### src/rtl/uart_rx_ctrl_if.sv
// Received-byte result bus: the receiver drives data, strobes and the busy flag.
interface uart_rx_ctrl_if;
  logic [7:0] rx_data;
  logic       rx_valid;
  logic       frame_err;
  logic       rx_int;

  modport master (output rx_data, output rx_valid, output frame_err, output rx_int);
  modport slave  (input  rx_data, input  rx_valid, input  frame_err, input  rx_int);
endinterface

### src/rtl/uart_rx_ctrl.sv
// UART receiver FSM driven by an external mid-bit baud strobe; 8N1 with optional parity.
// Result strobe lands 1 clk after the stop-bit clk_bps pulse; no backpressure, results are single-cycle pulses.
module uart_rx_ctrl #(
  parameter int PARITY = 0
) (
  input  logic            clk,
  input  logic            rst_n,
  input  logic            rs232_rx,
  input  logic            clk_bps,
  output logic            bps_start,
  uart_rx_ctrl_if.master  rx_bus
);

  typedef enum logic [2:0] {IDLE, START, DATA, PAR, STOP} state_t;

  // Unsupported PARITY values fall back to no parity.
  localparam bit HAS_PAR = (PARITY == 1) || (PARITY == 2);
  localparam bit ODD_PAR = (PARITY == 2);

  logic       rx_s1, rx_s2, rx_h1, rx_h2;
  logic       fall;

  state_t     state, state_nxt;
  logic [2:0] bit_cnt, bit_cnt_nxt;
  logic [7:0] shift, shift_nxt;
  logic       par_bit, par_nxt;
  logic [7:0] data_nxt;
  logic       valid_nxt, err_nxt;
  logic       busy, busy_nxt;
  logic       par_err;

  // Sync and history flops idle high so reset never fabricates a falling edge.
  always_ff @(posedge clk or negedge rst_n) begin
    if (!rst_n) begin
      rx_s1 <= 1'b1;
      rx_s2 <= 1'b1;
      rx_h1 <= 1'b1;
      rx_h2 <= 1'b1;
    end else begin
      rx_s1 <= rs232_rx;
      rx_s2 <= rx_s1;
      rx_h1 <= rx_s2;
      rx_h2 <= rx_h1;
    end
  end

  assign fall    = rx_h2 & ~rx_h1;
  assign par_err = HAS_PAR && ((^shift ^ par_bit) != ODD_PAR);

  always_ff @(posedge clk or negedge rst_n) begin
    if (!rst_n) begin
      state            <= IDLE;
      bit_cnt          <= 3'd0;
      shift            <= 8'h00;
      par_bit          <= 1'b0;
      busy             <= 1'b0;
      rx_bus.rx_data   <= 8'h00;
      rx_bus.rx_valid  <= 1'b0;
      rx_bus.frame_err <= 1'b0;
    end else begin
      state            <= state_nxt;
      bit_cnt          <= bit_cnt_nxt;
      shift            <= shift_nxt;
      par_bit          <= par_nxt;
      busy             <= busy_nxt;
      rx_bus.rx_data   <= data_nxt;
      rx_bus.rx_valid  <= valid_nxt;
      rx_bus.frame_err <= err_nxt;
    end
  end

  always_comb begin
    state_nxt   = state;
    bit_cnt_nxt = bit_cnt;
    shift_nxt   = shift;
    par_nxt     = par_bit;
    data_nxt    = rx_bus.rx_data;
    valid_nxt   = 1'b0;
    err_nxt     = 1'b0;
    case (state)
      IDLE: begin
        if (fall) state_nxt = START;
      end
      START: begin
        // A high sample at mid start bit means the edge was only a glitch.
        if (clk_bps) begin
          if (!rx_s2) begin
            state_nxt   = DATA;
            bit_cnt_nxt = 3'd0;
          end else begin
            state_nxt = IDLE;
          end
        end
      end
      DATA: begin
        if (clk_bps) begin
          shift_nxt   = {rx_s2, shift[7:1]};
          bit_cnt_nxt = bit_cnt + 3'd1;
          if (bit_cnt == 3'd7) state_nxt = HAS_PAR ? PAR : STOP;
        end
      end
      PAR: begin
        if (clk_bps) begin
          par_nxt   = rx_s2;
          state_nxt = STOP;
        end
      end
      STOP: begin
        if (clk_bps) begin
          state_nxt = IDLE;
          if (rx_s2 && !par_err) begin
            data_nxt  = shift;
            valid_nxt = 1'b1;
          end else begin
            err_nxt = 1'b1;
          end
        end
      end
      default: state_nxt = IDLE;
    endcase
    busy_nxt = (state_nxt != IDLE);
  end

  assign bps_start     = busy;
  assign rx_bus.rx_int = busy;

endmodule
### src/flat_wrapper.sv
// flat-port wrapper written by rule: the top's interface ports become plain ports
module uart_rx_ctrl_flat 
#(
  parameter int PARITY = 0
)
  (clk, rst_n, rs232_rx, clk_bps, bps_start, rx_bus_rx_data, rx_bus_rx_valid, rx_bus_frame_err, rx_bus_rx_int);
  uart_rx_ctrl_if rx_bus_i ();
  input  logic clk;
  input  logic rst_n;
  input  logic rs232_rx;
  input  logic clk_bps;
  output logic bps_start;
  output wire logic [$bits(rx_bus_i.rx_data)-1:0] rx_bus_rx_data;
  output wire logic [$bits(rx_bus_i.rx_valid)-1:0] rx_bus_rx_valid;
  output wire logic [$bits(rx_bus_i.frame_err)-1:0] rx_bus_frame_err;
  output wire logic [$bits(rx_bus_i.rx_int)-1:0] rx_bus_rx_int;
  assign rx_bus_rx_data = rx_bus_i.rx_data;
  assign rx_bus_rx_valid = rx_bus_i.rx_valid;
  assign rx_bus_frame_err = rx_bus_i.frame_err;
  assign rx_bus_rx_int = rx_bus_i.rx_int;
  uart_rx_ctrl #(.PARITY(PARITY)) u_core (.clk(clk), .rst_n(rst_n), .rs232_rx(rs232_rx), .clk_bps(clk_bps), .bps_start(bps_start), .rx_bus(rx_bus_i));
endmodule
### config.mk
export PLATFORM = sky130hd
export DESIGN_NAME = uart_rx_ctrl_flat
export DESIGN_NICKNAME = d
export VERILOG_FILES = /design/src/rtl/uart_rx_ctrl_if.sv /design/src/rtl/uart_rx_ctrl.sv /design/src/flat_wrapper.sv
export SDC_FILE = /design/constraint.sdc
export NUM_CORES = 1
export LEC_CHECK = 0
export ABC_CLOCK_PERIOD_IN_PS = 2600
export BUFFER_PORTS_ARGS = -buffer_cell sky130_fd_sc_hd__buf_4
export CAP_MARGIN = 20
export CORE_MARGIN = 2
export CORE_UTILIZATION = 25
export DETAILED_ROUTE_END_ITERATION = 8
export REMOVE_ABC_BUFFERS = 1
export SLEW_MARGIN = 20
export SYNTH_ARGS = -nofsm -noshare
export SYNTH_HDL_FRONTEND = slang
export SYNTH_SLANG_ARGS = --single-unit
### constraint.sdc
create_clock -name clk -period 2.6 [get_ports clk]
set_input_delay 0.26 -clock clk [delete_from_list [all_inputs] [get_ports clk]]
set_output_delay 0.26 -clock clk [all_outputs]
set_load 0.01 [all_outputs]
==> results.py <==
metrics = {
    "run_status": {
        "outcome": "finished clean",
    },
    "yosys": {
        "synth_area_sq_um": 1150,
        "synth_xor_area_share_pct": 0,
        "synth_fa_ha_area_share_pct": 2.176,
        "synth.mux.area_fraction_pct": 16.65,
        "synth_compound_area_share_pct": 4.679,
        "synth-seq-cells": 29,
        "syn-instance-count": 73,
        "synth_top_family_by_area": "multiplexers",
        "synth_top_cell_area_share_pct": 54.41,
        "ys_seq_area_share_pct": 63.55,
        "syn_avg_cell_area_sq_um": 15.75,
        "yosys.area_share.simple_pct": 10.34,
        "yosysTopAreaCell": "dfrtp_1",
        "ys_top_cells_by_area": "dfrtp_1, mux2_2, dfstp_2, ha_1, a22o_1",
        "synth_cell_types": 26,
        "yosysWarnings": 0,
    },
    "placed_design": {
        "place.gp.congestion": 0.6705,
        "place_hpwl_um": 1235,
        "pre_cts_ws_ns": 0.7874,
        "numPortBuffers": 15,
    },
    "sta": {
        "clock_skew_ns": 0.004961,
        "rsz0062_at_grt": "no",
        "max_slew_margin_pct": 52.78,
        "finalCriticalPeriod_ns": 1.771,
        "slew_viol_final": 0,
        "setup_viol": 0,
        "finalHoldViolCount": 0,
        "tightest_slew_ns": 0.7052,
        "fin_hold_ws_ns": 0.09472,
        "fmax_mhz": 564.8,
        "fin_setup_tns_ns": 0,
        "setup_ws_ns": 0.8294,
        "post-route-period-util_pct": 68.10,
    },
    "critical_path": {
        "crit_slowest_cell": "nor3b_2",
        "reg2reg_slack_ns": 0.83,
        "cp_max_fo": 11,
        "worstPathCellList": "nand2b_1 > nor3b_2 > mux2_2",
        "worst-r2r-cell-count": 3,
        "rr_endpoint": "u_core.shift[6]",
        "worst_ep_arrival_time_ns": 1.92,
        "worstPathRequired_ns": 2.75,
        "worstSetupEndpointType": "register",
        "max_stage_delay_ns": 0.62,
        "r2r_start": "u_core.state[2]",
        "critical_path_buf_inv_count": 0,
        "critical_path.startpoint_type": "register",
        "cp_top_family": "simple AND/OR/NAND/NOR gates",
        "critical_path_class": "register to register",
    },
    "routing": {
        "first_pass_iters": 4,
        "drt_wl_total_um": 1814,
        "ant_nets": 0,
        "route.vias.total": 649,
        "drc": 0,
        "wl_per_cell_um": 12.42,
        "vias_per_cell": 4.445,
        "drt-initial-drc-count": 6,
    },
    "cells_and_area": {
        "area_delta_synth_final_pct": 21.00,
        "antenna_cells": 0,
        "drive_gt1_share_pct": 50.00,
        "final_cell_mix": "dfrtp_1, mux2_2, buf_4",
        "layout_commonest_cell": "dfrtp_1",
        "num-nets-final": 99,
        "fillers": 455,
    },
    "cts": {
        "clkTransAtPathRegs_ns": 0.05,
        "insertion_delay_ns": 0.27,
        "root_buffer": "clkbuf_8",
        "cts_tree": "built",
        "ctsHtreeMaxLevel": 2,
        "cts-buffers-inserted": 5,
        "cts.path.max_buffers": 2,
        "clock-sinks": 29,
    },
    "job": {
        "max_cap_violations": 0,
    },
    "pwr": {
        "leakagePower_nw": 0.6693,
        "power_density_nw_per_um2": 937.3,
        "vdd_ir_drop_max_v": 0.0003834,
    },
    "die": {
        "start_util_pct": 26.23,
        "dieHeight_um": 71.82,
        "die_w_um": 71.82,
        "die_area_sq_um": 5158,
        "core_sq_um": 4384,
        "row_count": 24,
        "design.portCount": 16,
    },
    "min_path": {
        "hold_end": "u_core.rx_s1",
        "hold_start": "rs232_rx",
        "hold_depth": 1,
        "min_path_type": "input pin to register",
    },
    "global_routing": {
        "grt_pass1_vias": 670,
        "antenna_found_initial": 0,
        "track_usage_pct": 8.469,
        "grt_pass1_wl_um": 3263,
        "grt_overflow": 0,
        "grt_max_degree": 30,
    },
}
-- flip-flops by register name (all words and copies together) (netlist names) --
name,flops
u_core.rx_bus.rx_data,8
u_core.shift,8
u_core.bit_cnt,3
u_core.state,3
u_core.bps_start,1
u_core.rx_bus.frame_err,1
u_core.rx_bus.rx_valid,1
u_core.rx_h1,1
u_core.rx_h2,1
u_core.rx_s1,1
u_core.rx_s2,1
-- routing by layer --
metal | vias to the layer above | track usage (%) | routed length [um]
li1 | 300 | - | -
met1 | 330 | 10.38 | 820
met2 | 17 | 12.35 | 888
met3 | 2 | 4.079 | 95
met4 | 0 | 4.403 | 9
met5 | - | 0 | 0
-- cells in the mapped netlist --
library cell,n
a21oi_2,1
a22o_1,2
a31o_2,1
and2b_1,1
and4bb_2,1
buf_4,2
buf_6,1
dfrtp_1,25
dfstp_2,4
ha_1,2
inv_1,1
mux2_2,17
nand2_2,1
nand2b_1,1
nand4bb_1,1
nor2b_1,2
nor3b_1,1
nor3b_2,1
nor4b_1,1
o21a_1,1
o21ai_0,1
o22ai_1,1
or2_0,1
or2b_1,1
or3_1,1
or4b_4,1
-- per-stage QoR --
step | util (%) | power (mW) | area, sq um | cells
4_1_cts | 31.74 | 1.326 | 1391 | 146
2_1_floorplan | - | 0.8514 | 1124 | 70
3_3_place_gp | 29.68 | 0.9603 | 1301 | 137
5_1_grt | 31.74 | 1.395 | 1391 | 146
6_report | 31.74 | 1.304 | 1391 | 146
3_5_place_dp | 29.68 | 0.9781 | 1301 | 137
-- worst reg2reg max path: stages (launching register included) --
cell and delay [ns]:
dfrtp_1 0.42, nand2b_1 0.20, nor3b_2 0.62, mux2_2 0.41
-- worst max-delay path by stage --
stage	startpoint	to	slack, ns	cells after the start
2_1_floorplan	u_core.state[2]	u_core.shift[0]	1.00	3
3_3_place_gp	u_core.state[2]	u_core.shift[3]	0.85	3
3_5_place_dp	u_core.state[2]	u_core.shift[4]	0.79	3
4_1_cts	u_core.state[2]	u_core.shift[7]	0.80	3
5_1_grt	u_core.state[2]	u_core.shift[7]	0.69	3
6_report	u_core.state[2]	u_core.shift[6]	0.83	3
-- logic make-up (layout without fill, tap and decap cells) --
family / Yosys count / in the layout
AOI/OAI and AO/OA: 7 / 7
DFF: 29 / 29
and+or+nand+nor: 14 / 14
muxes: 17 / 17
buffers and inverters: 4 / 25
adders and majority gates: 2 / 2
-- repair_timing --
action	in CTS	in global routing
setup buffers	0	0
hold buffers	1	0
resized for setup	0	0
hold endpoints to repair	25	0
-- where the power goes --
group / switching [mW] / total [mW] / internal, mW
Combinational: 0.112 / 0.297 / 0.184
Clock: 0.146 / 0.335 / 0.189
Sequential: 0.0971 / 0.673 / 0.576
Total: 0.355 / 1.30 / 0.949
-- cell type report --
type                       count  area [sq um]  share of cell area [%]
inverter                       1         3.754                  0.2698
tap                           52         65.06                   4.676
sequential                    29         730.7                   52.52
timing repair buffer          16         122.6                   8.813
multi-input combinational     40         389.1                   27.97
clock buffer                   8         80.08                   5.755
No activity file was read; power rests on OpenSTA's default activity.
